`config.mk`:
```
export PLATFORM = sky130hd
export DESIGN_NAME = csrhpm
export DESIGN_NICKNAME = d
export VERILOG_FILES = /design/src/rtl/csrhpm.sv
export SDC_FILE = /design/constraint.sdc
export NUM_CORES = 1
export LEC_CHECK = 0
export ABC_AREA = 0
export BUFFER_PORTS_ARGS = -buffer_cell sky130_fd_sc_hd__buf_2
export CAP_MARGIN = 10
export CORE_MARGIN = 5
export CORE_UTILIZATION = 45
export CTS_CLUSTER_DIAMETER = 30
export DETAILED_ROUTE_END_ITERATION = 10
export SKIP_CTS_REPAIR_TIMING = 1
export SYNTH_ARGS = -nofsm -noshare
export SYNTH_HDL_FRONTEND = slang
export SYNTH_SLANG_ARGS = --single-unit
```
`constraint.sdc`:
```
create_clock -name clk -period 12.9 [get_ports clk]
set_clock_uncertainty 0.05 [all_clocks]
set_input_delay 0.645 -clock clk [delete_from_list [all_inputs] [get_ports clk]]
set_output_delay 0.645 -clock clk [all_outputs]
set_load 0.01 [all_outputs]
```
`src/rtl/csrhpm.sv`:
```
// Machine-mode HPM counter bank: event select, privilege filtering, overflow flags and LCOFI pulse.
// Reads are combinational; state and LCOFIReqM update one cycle after the write or event.
module csrhpm #(
   parameter int XLEN         = 64,
   parameter int NUM_COUNTERS = 4,
   parameter int NUM_EVENTS   = 16,
   parameter int COUNTER_BITS = 64
) (
   input  logic                  clk,
   input  logic                  reset,
   input  logic                  CSRMWriteM,
   input  logic [11:0]           CSRAdrM,
   input  logic [XLEN-1:0]       CSRWriteValM,
   input  logic [31:0]           MCOUNTINHIBIT_REGW,
   input  logic [1:0]            PrivilegeModeM,
   input  logic [NUM_EVENTS-1:0] EventsM,
   output logic [XLEN-1:0]       CSRHPMReadValM,
   output logic                  CSRHPMHitM,
   output logic                  IllegalCSRHPMAccessM,
   output logic                  LCOFIReqM,
   output logic [31:0]           HPMOF_REGW
);
   localparam int         NC   = NUM_COUNTERS;
   localparam bit         RV64 = (XLEN == 64);
   localparam logic [8:0] NEV  = 9'(NUM_EVENTS);

   logic [COUNTER_BITS-1:0] cnt_q   [NC];
   logic [COUNTER_BITS-1:0] cnt_d   [NC];
   logic [7:0]              evsel_q [NC];
   logic [7:0]              evsel_d [NC];
   logic [NC-1:0]           of_q, of_d, minh_q, minh_d, sinh_q, sinh_d, uinh_q, uinh_d;
   logic                    lcofi_q, lcofi_d;

   logic        is_cnt, is_cnth, is_evt, is_evth, hi_acc, idx_ok;
   logic [4:0]  idx;
   logic [63:0] wdat, rd_full, cur, evr;
   logic [255:0] ev_all;
   logic        en, wr, mode_ok, wrap;
   logic [31:0] hpmof;

   assign idx     = CSRAdrM[4:0];
   assign idx_ok  = (idx >= 5'd3);
   assign is_cnt  = (CSRAdrM[11:5] == 7'h58);
   assign is_cnth = (CSRAdrM[11:5] == 7'h5C);
   assign is_evt  = (CSRAdrM[11:5] == 7'h19);
   assign is_evth = (CSRAdrM[11:5] == 7'h39);
   assign hi_acc  = is_cnth | is_evth;
   assign wdat    = 64'(CSRWriteValM);
   assign ev_all  = 256'(EventsM);

   assign CSRHPMHitM           = idx_ok & (is_cnt | is_cnth | is_evt | is_evth);
   assign IllegalCSRHPMAccessM = idx_ok & hi_acc & RV64;

   always_comb begin
      rd_full = '0;
      lcofi_d = 1'b0;
      hpmof   = '0;
      cur     = '0;
      evr     = '0;
      en      = 1'b0;
      wr      = 1'b0;
      mode_ok = 1'b0;
      wrap    = 1'b0;
      of_d    = of_q;
      minh_d  = minh_q;
      sinh_d  = sinh_q;
      uinh_d  = uinh_q;
      for (int k = 0; k < NC; k++) begin
         cnt_d[k]   = cnt_q[k];
         evsel_d[k] = evsel_q[k];
         cur = 64'(cnt_q[k]);
         evr = {of_q[k], minh_q[k], sinh_q[k], uinh_q[k], 52'd0, evsel_q[k]};
         if (idx == 5'(k + 3))
            rd_full = (is_cnt | is_cnth) ? cur : evr;

         case (PrivilegeModeM)
            2'b11:   mode_ok = ~minh_q[k];
            2'b01:   mode_ok = ~sinh_q[k];
            2'b00:   mode_ok = ~uinh_q[k];
            default: mode_ok = 1'b0;
         endcase
         en = (evsel_q[k] != 8'd0) & ev_all[evsel_q[k]] &
              ~MCOUNTINHIBIT_REGW[5'(k + 3)] & mode_ok;
         wr = CSRMWriteM & (idx == 5'(k + 3)) & ~(hi_acc & RV64);

         // A counter write of either half takes priority over that cycle's increment.
         wrap = 1'b0;
         if (wr & is_cnt)
            cnt_d[k] = RV64 ? COUNTER_BITS'(wdat) : COUNTER_BITS'({cur[63:32], wdat[31:0]});
         else if (wr & is_cnth & ~RV64)
            cnt_d[k] = COUNTER_BITS'({wdat[31:0], cur[31:0]});
         else if (en) begin
            cnt_d[k] = cnt_q[k] + COUNTER_BITS'(1);
            wrap     = &cnt_q[k];
         end
         of_d[k] = of_q[k] | wrap;
         lcofi_d = lcofi_d | (wrap & ~of_q[k]);

         // Event-register writes override the wrap-set OF; the pulse above used the old OF.
         if (wr & is_evt) begin
            evsel_d[k] = (9'(wdat[7:0]) < NEV) ? wdat[7:0] : 8'd0;
            if (RV64)
               {of_d[k], minh_d[k], sinh_d[k], uinh_d[k]} = wdat[63:60];
         end
         if (wr & is_evth & ~RV64)
            {of_d[k], minh_d[k], sinh_d[k], uinh_d[k]} = wdat[31:28];

         hpmof[5'(k + 3)] = of_q[k];
      end
   end

   always_comb begin
      CSRHPMReadValM = '0;
      if (CSRHPMHitM) begin
         if (hi_acc)
            CSRHPMReadValM = RV64 ? '0 : XLEN'(rd_full[63:32]);
         else
            CSRHPMReadValM = XLEN'(rd_full);
      end
   end

   always_ff @(posedge clk or posedge reset) begin
      if (reset) begin
         for (int k = 0; k < NC; k++) begin
            cnt_q[k]   <= '0;
            evsel_q[k] <= '0;
         end
         of_q    <= '0;
         minh_q  <= '0;
         sinh_q  <= '0;
         uinh_q  <= '0;
         lcofi_q <= 1'b0;
      end else begin
         for (int k = 0; k < NC; k++) begin
            cnt_q[k]   <= cnt_d[k];
            evsel_q[k] <= evsel_d[k];
         end
         of_q    <= of_d;
         minh_q  <= minh_d;
         sinh_q  <= sinh_d;
         uinh_q  <= uinh_d;
         lcofi_q <= lcofi_d;
      end
   end

   assign LCOFIReqM  = lcofi_q;
   assign HPMOF_REGW = hpmof;
endmodule

```
# Yosys cells after proc, flatten, opt, wreduce, memory -nomap -nowiden
# Index checks and enable logic that the tools add are counted.
# word_totals
elab_cells	164
register_bits	305
output_inout_bits	99
# op_classes
bitwise_logic	66
n_addsub	4
n_reduce_logical	13
muxes	43
eq_ne	10
magnitude_cmp	6
# op_table
operator	n
$mux W64	18
$add A64 B1 Y64 const B	4
$reduce_and A64 Y1	4
$lt A8 B9 Y1 const B	4
$and A1 B1 Y1	34
$bmux W1 S8	4
$reduce_bool A8 Y1	4
$not A1 Y1	21
$mux W1	16
$eq A5 B3 Y1 const B	3
$eq A7 B7 Y1 const B	2
$pmux W1 S3	4
$or A1 B1 Y1	11
$lt A8 B5 Y1 const B	1
$mux W8	1
$reduce_bool A2 Y1	4
$eq A7 B5 Y1 const B	1
$eq A7 B6 Y1 const B	1
$eq A5 B2 Y1 const B	1
$ge A5 B2 Y1 const B	1
$eq A2 B1 Y1 const B	1
$eq A2 B2 Y1 const B	1
$logic_not A2 Y1	1

# Longest topological paths before layout
# logic_depth
word_depth	11
depth_mapped	10

# Worst setup path before layout
# OpenSTA, ideal clock, no wires.
# synth_path
kind	input to output
startpoint	input port CSRAdrM[1]
endpoint	output port CSRHPMReadValM[10]
setup_slack_ns	9.709
stages	8
required_time_ns	12.205
arrival_ns	2.496
cell_sequence	clkbuf_1 > nand2_1 > a21o_1 > or4_1 > or3_1 > clkbuf_1 > clkbuf_1 > a21oi_1
# synth_via
elab_chain_len	7
# synth_rtl
element	line_no	text
from (decl)	12	input logic [11:0] CSRAdrM,
$eq A5 B2 Y1	73	if (idx == 5'(k + 3))
$mux W64 (4 in a row)	73	
$mux W64	115	if (hi_acc)
$mux W64 *	114	if (CSRHPMHitM) begin
to (decl)	17	output logic [XLEN-1:0] CSRHPMReadValM,
# Mark *: on every way between the ends. The rest lies on a longest branch, timed or not.

# Worst setup path after layout
# layout_path
startpoint	input port CSRAdrM[6]
endpoint	output port CSRHPMReadValM[19]
# layout_via
elab_chain_len	9
# layout_rtl
element	line_no	text
$eq A7 B7 Y1 (on tied branches)	43, 44	
$or A1 B1 Y1	51, 74	
$mux W64	74	rd_full = (is_cnt | is_cnth) ? cur : evr;
$mux W64 (4 in a row)	73	
$mux W64	115	
$mux W64 *	114	
# Marks and branches as above.

==> results.json <==
{
  "area_growth_pct": 22.0,
  "r2r-start": "cnt_q[203]",
  "path_max_fanout": 42,
  "worst_pin_slew_ps": 1110,
  "vias": 17900,
  "synth-main-ff-cell": "dfrtp_1",
  "routed_wl_um": 66400,
  "r2r_cells": 7,
  "max_cap_violations": 0,
  "avgViaCountPerCell": 5.98,
  "path_delay_family": "simple AND/OR/NAND/NOR gates",
  "start_util": 0.455,
  "drtIter0Drc": 1980,
  "synth_top_area_frac": 0.400,
  "synthTopCellsByArea": "dfrtp_1, xor2_1, a21oi_1, nor2_1, nand2_1",
  "crit_chain": "buf_2, nand3b_1, a21o_1, or4_1, or3_2, buf_4, a21oi_1, buf_2",
  "finalHoldViolCount": 0,
  "r2r_end": "LCOFIReqM",
  "synth-seq-cells": 305,
  "grt_pass1_vias": 17600,
  "slew_headroom": 0.257,
  "wl_per_cell_um": 22.2,
  "cp_slowest_cell": "or4_1",
  "core_um2": 41900,
  "slew_viol_final": 0,
  "final_area_um2": 23300,
  "postSynthAreaPerCell_um2": 8.57,
  "fin_crit_sh": 0.324,
  "firstDrtPassIters": 8,
  "io_buffers": 171,
  "place.gp.congestion": 0.890,
  "irDropWorstVdd_mv": 0.0980,
  "start_kind": "primary input",
  "critPathCaptureType": "primary output",
  "diodes": 0,
  "setup_violations": 0,
  "synthArstFlopShare": 1.00,
  "grt_overflow": 0,
  "drcViolationCount": 0,
  "clock.fmax_mhz": 239,
  "clk_pin_slew_ps": 40,
  "critPathMostFrequentCell": "buf_2",
  "required_ps": 12200,
  "nets": 2512,
  "antenna_found_initial": 0,
  "htreeDepth": 3,
  "grt_start_max_net_pins": 122,
  "die_width_um": 216,
  "cpPeakStageDelay_ps": 760,
  "leakagePower_uw": 0.00996,
  "yosysMostFrequentCell": "dfrtp_1",
  "hp-class": "in2async",
  "status": "finished, final reports clean",
  "grt_first_pass_wirelength_um": 103000,
  "timing.setup.tns_ps": 0,
  "place_hpwl_um": 45700,
  "grtUsageTotal": 0.279,
  "critical_path_buf_inv_count": 3,
  "path_class": "in2out",
  "rrSetupSlack_ps": 9120,
  "drive_gt1_frac": 0.174,
  "ant_nets": 0,
  "cts_max_path_buffers": 3,
  "io_pins": 228,
  "cts_tree": "built",
  "cts_buffers": 87,
  "dpl-instance-area_um2": 20200,
  "die_y_um": 216,
  "synthTopCellsByCount": "dfrtp_1, nor2_1, nand2_1, a21oi_1, xor2_1",
  "fin_crit_ps": 4190,
  "rows": 75,
  "synth.distinct_cells": 63,
  "cts_root_buf": "clkbuf_16",
  "rsz0062_at_grt": "no",
  "clkSinkCount": 305,
  "syn_area_um2": 19100,
  "dieArea_um2": 46600,
  "syn-instance-count": 2226,
  "synth-seq-area-share": 0.400,
  "powerDensity_nw_per_um2": 142,
  "yosys.area.top_type": "dfrtp_1",
  "yosys_warnings": 0,
  "synth_edf_count": 0,
  "clock_latency_ps": 610,
  "cp_data_arrival_time_ps": 3490,
  "final_util": 0.555
}
report_power, final:
part           total [µW]  internal [µW]  switching [µW]
sequential            989            972            17.3
clock                2210           1560             651
combinational         101           31.2            69.9
total                3300           2560             738
through the flow:
step	std cells	worst slack [ps]	hold WS [ps]	total power (µW)
global route	2987	8610	266	3390
finish	2987	8710	199	3300
global placement	2829	8740	436	1100
CTS	2987	8730	231	3320
floorplan	2253	3770	417	1050
detailed placement	2829	8720	443	1100
placed cells by master, fill, tap and decap left out, types with 18 or more instances in the layout:
cell type / n
a21oi_1: 241
a222oi_1: 52
and2_1: 23
and3_1: 33
buf_2: 171
buf_4: 24
clkbuf_16: 89
conb_1: 28
dfrtp_1: 305
inv_1: 18
mux2_2: 22
mux2i_1: 53
nand2_1: 243
nand3_1: 111
nand4_1: 103
nor2_1: 299
nor3_1: 45
nor4_1: 22
o21ai_0: 78
o22ai_1: 28
xnor2_1: 94
xor2_1: 156
worst max-delay path by stage:
stage	start	slack, ps	endpoint	depth (start not counted)
after floorplan	reset	3770	LCOFIReqM	1
after detailed placement	CSRAdrM[6]	8720	CSRHPMReadValM[19]	8
after global placement	CSRAdrM[6]	8740	CSRHPMReadValM[47]	8
after CTS	CSRAdrM[6]	8730	CSRHPMReadValM[19]	8
after global routing	CSRAdrM[6]	8610	CSRHPMReadValM[47]	8
final	CSRAdrM[6]	8710	CSRHPMReadValM[19]	8
routing by layer:
metal  wire length (µm)  GRT usage  up-vias
met5                  0          0        -
met4               1840     0.0899        0
met3               5580     0.0561      137
met2              30400      0.439      798
met1              28600      0.389     8655
li1                   -          -     8281
cells by family after synthesis:
| family | after synthesis | share of synthesized area |
|---|---|---|
| and+or+nand+nor | 975 | 0.252 |
| AOI/OAI and AO/OA | 424 | 0.130 |
| DFF | 305 | 0.400 |
| xor gates and xnor gates | 250 | 0.115 |
| buffers and inverters | 177 | 0.0424 |
| muxes | 90 | 0.0585 |
| adders and majority gates | 4 | 0.00262 |
| other | 1 | 0.000197 |
state kept, by name, summed over array words and instances, names as in the netlist:
name,flops
cur,64
sinh_q,4
LCOFIReqM,1
uinh_q,4
evr,8
minh_q,4
of_q,4
cnt_q,192
evsel_q,24
area by class of cell:
| cell class | instances | area [µm²] |
|---|---|---|
| Inverter | 19 | 78.8 |
| Fill cell | 3801 | 18700 |
| Clock buffer | 117 | 2490 |
| Sequential cell | 305 | 7630 |
| Timing Repair Buffer | 195 | 1040 |
| Clock inverter | 41 | 546 |
| Tap cell | 539 | 674 |
| Multi-Input combinational cell | 1771 | 10800 |
Note: power is estimated with default switching activity, not from simulation.
